### config.mk
export PLATFORM = sky130hd
export DESIGN_NAME = hazard_unit_md
export DESIGN_NICKNAME = d
export VERILOG_FILES = /design/src/rtl/hazard_pkg.sv /design/src/rtl/md_scoreboard.sv /design/src/rtl/hazard_unit_md.sv
export SDC_FILE = /design/constraint.sdc
export NUM_CORES = 1
export LEC_CHECK = 0
export ABC_AREA = 1
export CAP_MARGIN = 10
export CORE_MARGIN = 2
export CORE_UTILIZATION = 42
export DETAILED_ROUTE_END_ITERATION = 6
export GPL_TIMING_DRIVEN = 1
export PLACE_DENSITY = 0.84
export SKIP_LAST_GASP = 1
export SYNTH_ARGS = -nofsm -noshare
export SYNTH_HDL_FRONTEND = slang
export SYNTH_SLANG_ARGS = --single-unit
export TNS_END_PERCENT = 100
### constraint.sdc
create_clock -name i_clk -period 1.85 [get_ports i_clk]
set_input_delay 0.185 -clock i_clk [delete_from_list [all_inputs] [get_ports i_clk]]
set_output_delay 0.185 -clock i_clk [all_outputs]
set_load 0.02 [all_outputs]
### src/rtl/hazard_pkg.sv
// Shared definitions for the MIPS hazard controller: forward-select encodings
// and the default MULT/DIV latencies used by the scoreboard.
package hazard_pkg;

    typedef enum logic [1:0] {
        FWD_RF      = 2'd0,
        FWD_RESULTW = 2'd1,
        FWD_ALUOUTM = 2'd2
    } fwd_sel_e;

    localparam int MUL_LATENCY_DEF    = 4;
    localparam int DIV_LATENCY_DEF    = 32;
    localparam int MD_CNT_WIDTH_DEF   = 6;
    localparam int PERF_CNT_WIDTH_DEF = 16;

endpackage

### src/rtl/md_scoreboard.sv
// MULT/DIV scoreboard: counts down the cycles until HI/LO become valid and
// exposes a registered busy flag.
module md_scoreboard
    import hazard_pkg::*;
#(
    parameter int MUL_LATENCY  = MUL_LATENCY_DEF,
    parameter int DIV_LATENCY  = DIV_LATENCY_DEF,
    parameter int MD_CNT_WIDTH = MD_CNT_WIDTH_DEF
) (
    input  logic i_clk,
    input  logic i_rst_n,
    input  logic i_MdStartE,
    input  logic i_MdDivE,
    output logic o_MdBusy
);

    localparam logic [MD_CNT_WIDTH-1:0] MulLoad = MD_CNT_WIDTH'(MUL_LATENCY);
    localparam logic [MD_CNT_WIDTH-1:0] DivLoad = MD_CNT_WIDTH'(DIV_LATENCY);

    logic [MD_CNT_WIDTH-1:0] mdCnt_q;
    logic [MD_CNT_WIDTH-1:0] mdCnt_d;
    logic                    mdBusy_q;
    logic                    mdBusy_d;

    // A new start reloads the counter (even while busy); otherwise count down
    // to zero independently of any pipeline stall.
    always_comb begin
        mdCnt_d = mdCnt_q;
        if (i_MdStartE) begin
            mdCnt_d = i_MdDivE ? DivLoad : MulLoad;
        end else if (mdCnt_q != '0) begin
            mdCnt_d = mdCnt_q - 1'b1;
        end
        mdBusy_d = (mdCnt_d != '0);
    end

    // Counter and busy flag registers with synchronous active-low reset.
    always_ff @(posedge i_clk) begin
        if (!i_rst_n) begin
            mdCnt_q  <= '0;
            mdBusy_q <= 1'b0;
        end else begin
            mdCnt_q  <= mdCnt_d;
            mdBusy_q <= mdBusy_d;
        end
    end

    assign o_MdBusy = mdBusy_q;

endmodule

### src/rtl/hazard_unit_md.sv
// Hazard controller for the 5-stage MIPS core: operand forwarding, load-use,
// branch/JR and MULT/DIV stalls, plus a saturating stall-cycle counter.
module hazard_unit_md
    import hazard_pkg::*;
#(
    parameter int RF_ADDR_WIDTH  = 5,
    parameter int MUL_LATENCY    = MUL_LATENCY_DEF,
    parameter int DIV_LATENCY    = DIV_LATENCY_DEF,
    parameter int MD_CNT_WIDTH   = MD_CNT_WIDTH_DEF,
    parameter int PERF_CNT_WIDTH = PERF_CNT_WIDTH_DEF
) (
    input  logic                      i_clk,
    input  logic                      i_rst_n,
    input  logic                      i_BranchD,
    input  logic                      i_JrD,
    input  logic                      i_JD,
    input  logic                      i_ALUSrcD,
    input  logic                      i_MdStartD,
    input  logic                      i_MfhiloD,
    input  logic                      i_MdStartE,
    input  logic                      i_MdDivE,
    input  logic [RF_ADDR_WIDTH-1:0]  i_RsD,
    input  logic [RF_ADDR_WIDTH-1:0]  i_RtD,
    input  logic [RF_ADDR_WIDTH-1:0]  i_RsE,
    input  logic [RF_ADDR_WIDTH-1:0]  i_RtE,
    input  logic [RF_ADDR_WIDTH-1:0]  i_WriteRegE,
    input  logic [RF_ADDR_WIDTH-1:0]  i_WriteRegM,
    input  logic [RF_ADDR_WIDTH-1:0]  i_WriteRegW,
    input  logic                      i_RegWriteE,
    input  logic                      i_RegWriteM,
    input  logic                      i_RegWriteW,
    input  logic                      i_MemtoRegE,
    input  logic                      i_MemtoRegM,
    input  logic                      i_MemtoRegW,
    output logic                      o_StallF,
    output logic                      o_StallD,
    output logic                      o_FlushE,
    output logic                      o_ForwardAD,
    output logic                      o_ForwardBD,
    output logic [1:0]                o_ForwardAE,
    output logic [1:0]                o_ForwardBE,
    output logic                      o_MemDataSelM,
    output logic                      o_MdBusy,
    output logic [PERF_CNT_WIDTH-1:0] o_StallCount
);

    fwd_sel_e                  fwdAE;
    fwd_sel_e                  fwdBE;
    logic                      rsDNz;
    logic                      rtDNz;
    logic                      lwStall;
    logic                      branchStall;
    logic                      jrStall;
    logic                      mdStall;
    logic                      stall;
    logic [PERF_CNT_WIDTH-1:0] stallCount_q;
    logic [PERF_CNT_WIDTH-1:0] stallCount_d;

    md_scoreboard #(
        .MUL_LATENCY  (MUL_LATENCY),
        .DIV_LATENCY  (DIV_LATENCY),
        .MD_CNT_WIDTH (MD_CNT_WIDTH)
    ) u_md_scoreboard (
        .i_clk      (i_clk),
        .i_rst_n    (i_rst_n),
        .i_MdStartE (i_MdStartE),
        .i_MdDivE   (i_MdDivE),
        .o_MdBusy   (o_MdBusy)
    );

    // EX-stage ALU forwarding: the younger M-stage result wins over W.
    always_comb begin
        fwdAE = FWD_RF;
        if (i_RsE != '0 && i_RegWriteM && i_RsE == i_WriteRegM) begin
            fwdAE = FWD_ALUOUTM;
        end else if (i_RsE != '0 && i_RegWriteW && i_RsE == i_WriteRegW) begin
            fwdAE = FWD_RESULTW;
        end
        fwdBE = FWD_RF;
        if (i_RtE != '0 && i_RegWriteM && i_RtE == i_WriteRegM) begin
            fwdBE = FWD_ALUOUTM;
        end else if (i_RtE != '0 && i_RegWriteW && i_RtE == i_WriteRegW) begin
            fwdBE = FWD_RESULTW;
        end
    end

    assign o_ForwardAE = fwdAE;
    assign o_ForwardBE = fwdBE;

    assign rsDNz = (i_RsD != '0);
    assign rtDNz = (i_RtD != '0);

    // Decode-stage comparator forwarding from ALUOutM for branches and JR.
    assign o_ForwardAD = i_RegWriteM && rsDNz && (i_RsD == i_WriteRegM);
    assign o_ForwardBD = i_RegWriteM && rtDNz && (i_RtD == i_WriteRegM);

    // Store data comes from ResultW when a load in W feeds the store in M.
    assign o_MemDataSelM = i_MemtoRegW && (i_WriteRegM == i_WriteRegW);

    // Stall causes; a reset in progress releases the MULT/DIV stall at once.
    always_comb begin
        lwStall = i_MemtoRegE && !i_JD &&
                  ((rsDNz && i_RsD == i_RtE) ||
                   (rtDNz && i_RtD == i_RtE && !i_ALUSrcD && !i_JrD));
        branchStall = i_BranchD &&
                      ((i_RegWriteE && ((rsDNz && i_RsD == i_WriteRegE) ||
                                        (rtDNz && i_RtD == i_WriteRegE))) ||
                       (i_MemtoRegM && ((rsDNz && i_RsD == i_WriteRegM) ||
                                        (rtDNz && i_RtD == i_WriteRegM))));
        jrStall = i_JrD && rsDNz &&
                  ((i_RegWriteE && i_RsD == i_WriteRegE) ||
                   (i_MemtoRegM && i_RsD == i_WriteRegM));
        mdStall = i_rst_n && (i_MdStartD || i_MfhiloD) &&
                  (o_MdBusy || i_MdStartE);
        stall = lwStall || branchStall || jrStall || mdStall;
    end

    assign o_StallF = stall;
    assign o_StallD = stall;
    assign o_FlushE = stall;

    // Stall-cycle counter saturates at all-ones instead of wrapping.
    always_comb begin
        stallCount_d = stallCount_q;
        if (stall && !(&stallCount_q)) begin
            stallCount_d = stallCount_q + 1'b1;
        end
    end

    // Performance counter register with synchronous active-low reset.
    always_ff @(posedge i_clk) begin
        if (!i_rst_n) begin
            stallCount_q <= '0;
        end else begin
            stallCount_q <= stallCount_d;
        end
    end

    assign o_StallCount = stallCount_q;

endmodule

==> results.cfg <==
[status]
status = finished clean

[setup_path]
critPathCaptureType = register
cp_max_fo = 9
worstReg2RegStart = o_StallCount[0]
required_ns = 2.01
rr_endpoint = o_StallCount[14]
ff2ff_setup_slack_ns = 0.04
arrival_ns = 1.97
worst-setup-path-type = register to register
reg2reg_depth = 13
start_kind = register

[yosys]
synth-xor-area-share_pct = 8.17
synth_enable_flop_cells = 0
synth_seq_cells = 23
synthSimpleGateAreaFrac_pct = 40.5
netlist_area_sq_mm = 0.00225
synth-main-ff-cell = dfxtp_1
ys_seq_area_share_pct = 20.4
muxShareOfSynthArea_pct = 0
netlist_instances = 380
synth.area.top_cells = dfxtp_1 20%, nand2_1 15%, nor2_1 10%, inv_1 9.3%, nand3_1 5.8%
yosysUniqueCellTypes = 36
syn-num-nets = 434
async_reset_ff_share_pct = 0
synthAdderAreaFrac_pct = 1.67
syn_area_per_cell_sq_um = 5.93
yosysTopAreaCellShare_pct = 20.4
synth_most_common_cell = nand2_1
synth_top_area_cell = dfxtp_1
yosys_warnings = 0
synth_compound_area_share_pct = 14.1
synth_commonest_cells = 89 x nand2_1, 61 x nor2_1, 56 x inv_1
synth_top_family_by_area = simple AND/OR/NAND/NOR gates

[floorplanning]
die_x_um = 77.2
initial_utilization_pct = 43.8
die_area_sq_mm = 0.00596
coreArea_sq_mm = 0.00514
ioPinCount = 78
core.rowCount = 26
die_h_um = 77.2

[sta]
finalMaxSlewViolations = 0
finalClockSkew_ns = 0.00171
finalCritPeriodShare_pct = 97.7
whs_ns = 0.556
tightest_slew_ns = 0.395
fmax_mhz = 554
hold_viol_final = 0
setup_ws_ns = 0.0434
fin_tns_setup_ns = 0
maxSlewHeadroom_pct = 73.4
period_minus_slack_ns = 1.81
setup-violations-final = 0

[global_route]
grt_pass1_wl_um = 11800
grt_max_degree = 31
globalRouteOverflowTotal = 0
top_usage_layer = met2
grtUsageMet3_pct = 3.29
antenna_found_initial = 0
use_met2_pct = 41.7
grt_pass1_vias = 2677
grt_use_met1_pct = 32.5
grt_usage_pct = 23.9

[placement]
gp_congestion = 0.972
dp_hpwl_um = 6090
portBuffers = 77
dp_slack_ns = -0.564
place_inst = 570

[cts]
cts.path.max_buffers = 2
cts.sinks = 23
cts.root.buffer_cell = clkbuf_8
holdBufCountCts = 0
cts_max_level = 1
cts_tree = yes
clk_pin_slew_ns = 0.08
insertion_delay_ns = 0.26
numCtsBuffers = 3

[power_and_ir_drop]
p_int_mw = 1.06
p_leak_nw = 1.78
powerDensity_mw_per_mm2 = 449
ir_drop_mv = 0.340
power_frac_comb_pct = 46.7
power.share.clock_pct = 19.4
p_sw_mw = 0.555
swShare_pct = 34.5
power_frac_seq_pct = 33.9

[drt]
wire_per_inst_um = 13.3
totalWireLength_um = 7650
first_pass_iters = 5
drtAntennaViolNets = 0
num_vias = 2931
viasPerCell = 5.08
drcViolationCount = 0
drt_iter0_drc = 191

[run]
maxCapViolCount = 0

[final_layout]
drive_gt1_share_pct = 21.1
antenna_cells = 0
fin_util_pct = 69.8
area_delta_synth_final_pct = 59.4
fin_cells = 577
nets = 562
fill_cells = 458

[hold_path]
min_path_cells = 2
min-delay-start = o_StallCount[14]
hold_path_class = register to register
worst_hold_path.endpoint = o_StallCount[14]
## stage by stage
step                total power, mW  instance area, sq um
global placement               1.23                  3420
CTS                            1.55                  3450
floorplan                     0.931                  2260
finish                         1.61                  3590
global route                   1.72                  3590
detailed placement             1.25                  3420
## placed cells by master (no fill, tap or decap), types with 9 or more instances in the layout
| cell type | netlist | final |
|---|---|---|
| xnor2_1 | 11 | 11 |
| a21oi_1 | 18 | 18 |
| nand3_1 | 26 | 25 |
| o22ai_1 | 11 | 11 |
| dfxtp_1 | 23 | 22 |
| xor2_1 | 10 | 10 |
| o21ai_0 | 9 | 9 |
| buf_4 | 4 | 53 |
| nor2_1 | 61 | 59 |
| inv_2 | 4 | 14 |
| dlygate4sd2_1 | 0 | 15 |
| inv_1 | 56 | 46 |
| clkdlybuf4s50_1 | 0 | 43 |
| nand2_1 | 89 | 88 |
## registers in the layout (all words and copies together), names as in the netlist
register,flops
o_StallCount,16
u_md_scoreboard.mdCnt_q,6
u_md_scoreboard.o_MdBusy,1
## logic make-up after synthesis
kind of cell    count (synthesis)
simple gates                  208
buf+inv                        74
compound gates                 51
flops                          23
xor+xnor                       21
fa+ha+maj                       3
## power groups by stage
stage               Clock (mW)  Sequential (mW)  Combinational, mW
detailed placement           0            0.557              0.692
finish                   0.312            0.547              0.752
floorplan                    0            0.568              0.364
CTS                      0.320            0.545              0.688
global route             0.340            0.550              0.828
global placement             0            0.555              0.677
## metal layers
| metal | part of all wire [%] | wire [um] | up-vias |
|---|---|---|---|
| met1 | 45 | 3460 | 1327 |
| met3 | 5.5 | 423 | 6 |
| li1 | - | - | 1493 |
| met4 | 0.65 | 50 | 0 |
| met5 | 0 | 0 | - |
| met2 | 49 | 3710 | 105 |
## worst max-delay path by stage
stage                          from  cells after the start               end
floorplan            i_WriteRegM[3]                      7    o_ForwardAE[0]
global placement           i_RtE[4]                      5    o_ForwardBE[1]
detailed placement   i_WriteRegM[2]                      7    o_ForwardAE[1]
CTS                        i_RsD[2]                      9          o_StallD
global route        o_StallCount[0]                     13  o_StallCount[14]
finish              o_StallCount[0]                     13  o_StallCount[14]
## final cells by class
cell class                 count  area [sq um]  share of cell area (%)
tap                           70          87.6                    2.44
timing repair buffer         135          1250                    34.9
multi-input combinational    283          1510                    42.1
clock buffer                   4          45.0                    1.25
sequential                    23           462                    12.9
inverter                      62           233                    6.48
## repair_timing
item	4_1_cts	5_1_grt
buffers inserted	0	1
pin swaps	2	7
cloned	0	2
gates resized for setup	71	29
endpoints found under the setup margin	26	24
## critical path, stage by stage (launching register included)
cell and delay (ns):
dfxtp_1 0.34, ha_1 0.21, nand2_1 0.08, inv_2 0.05, nand4_1 0.10, inv_2 0.07
nand2_2 0.10, nor2_4 0.05, nand2_2 0.15, nand2_1 0.08, nor3_1 0.27, nand3_1 0.12
nand2_1 0.07, nor2_1 0.04
Note: power is estimated with default switching activity, not from simulation.
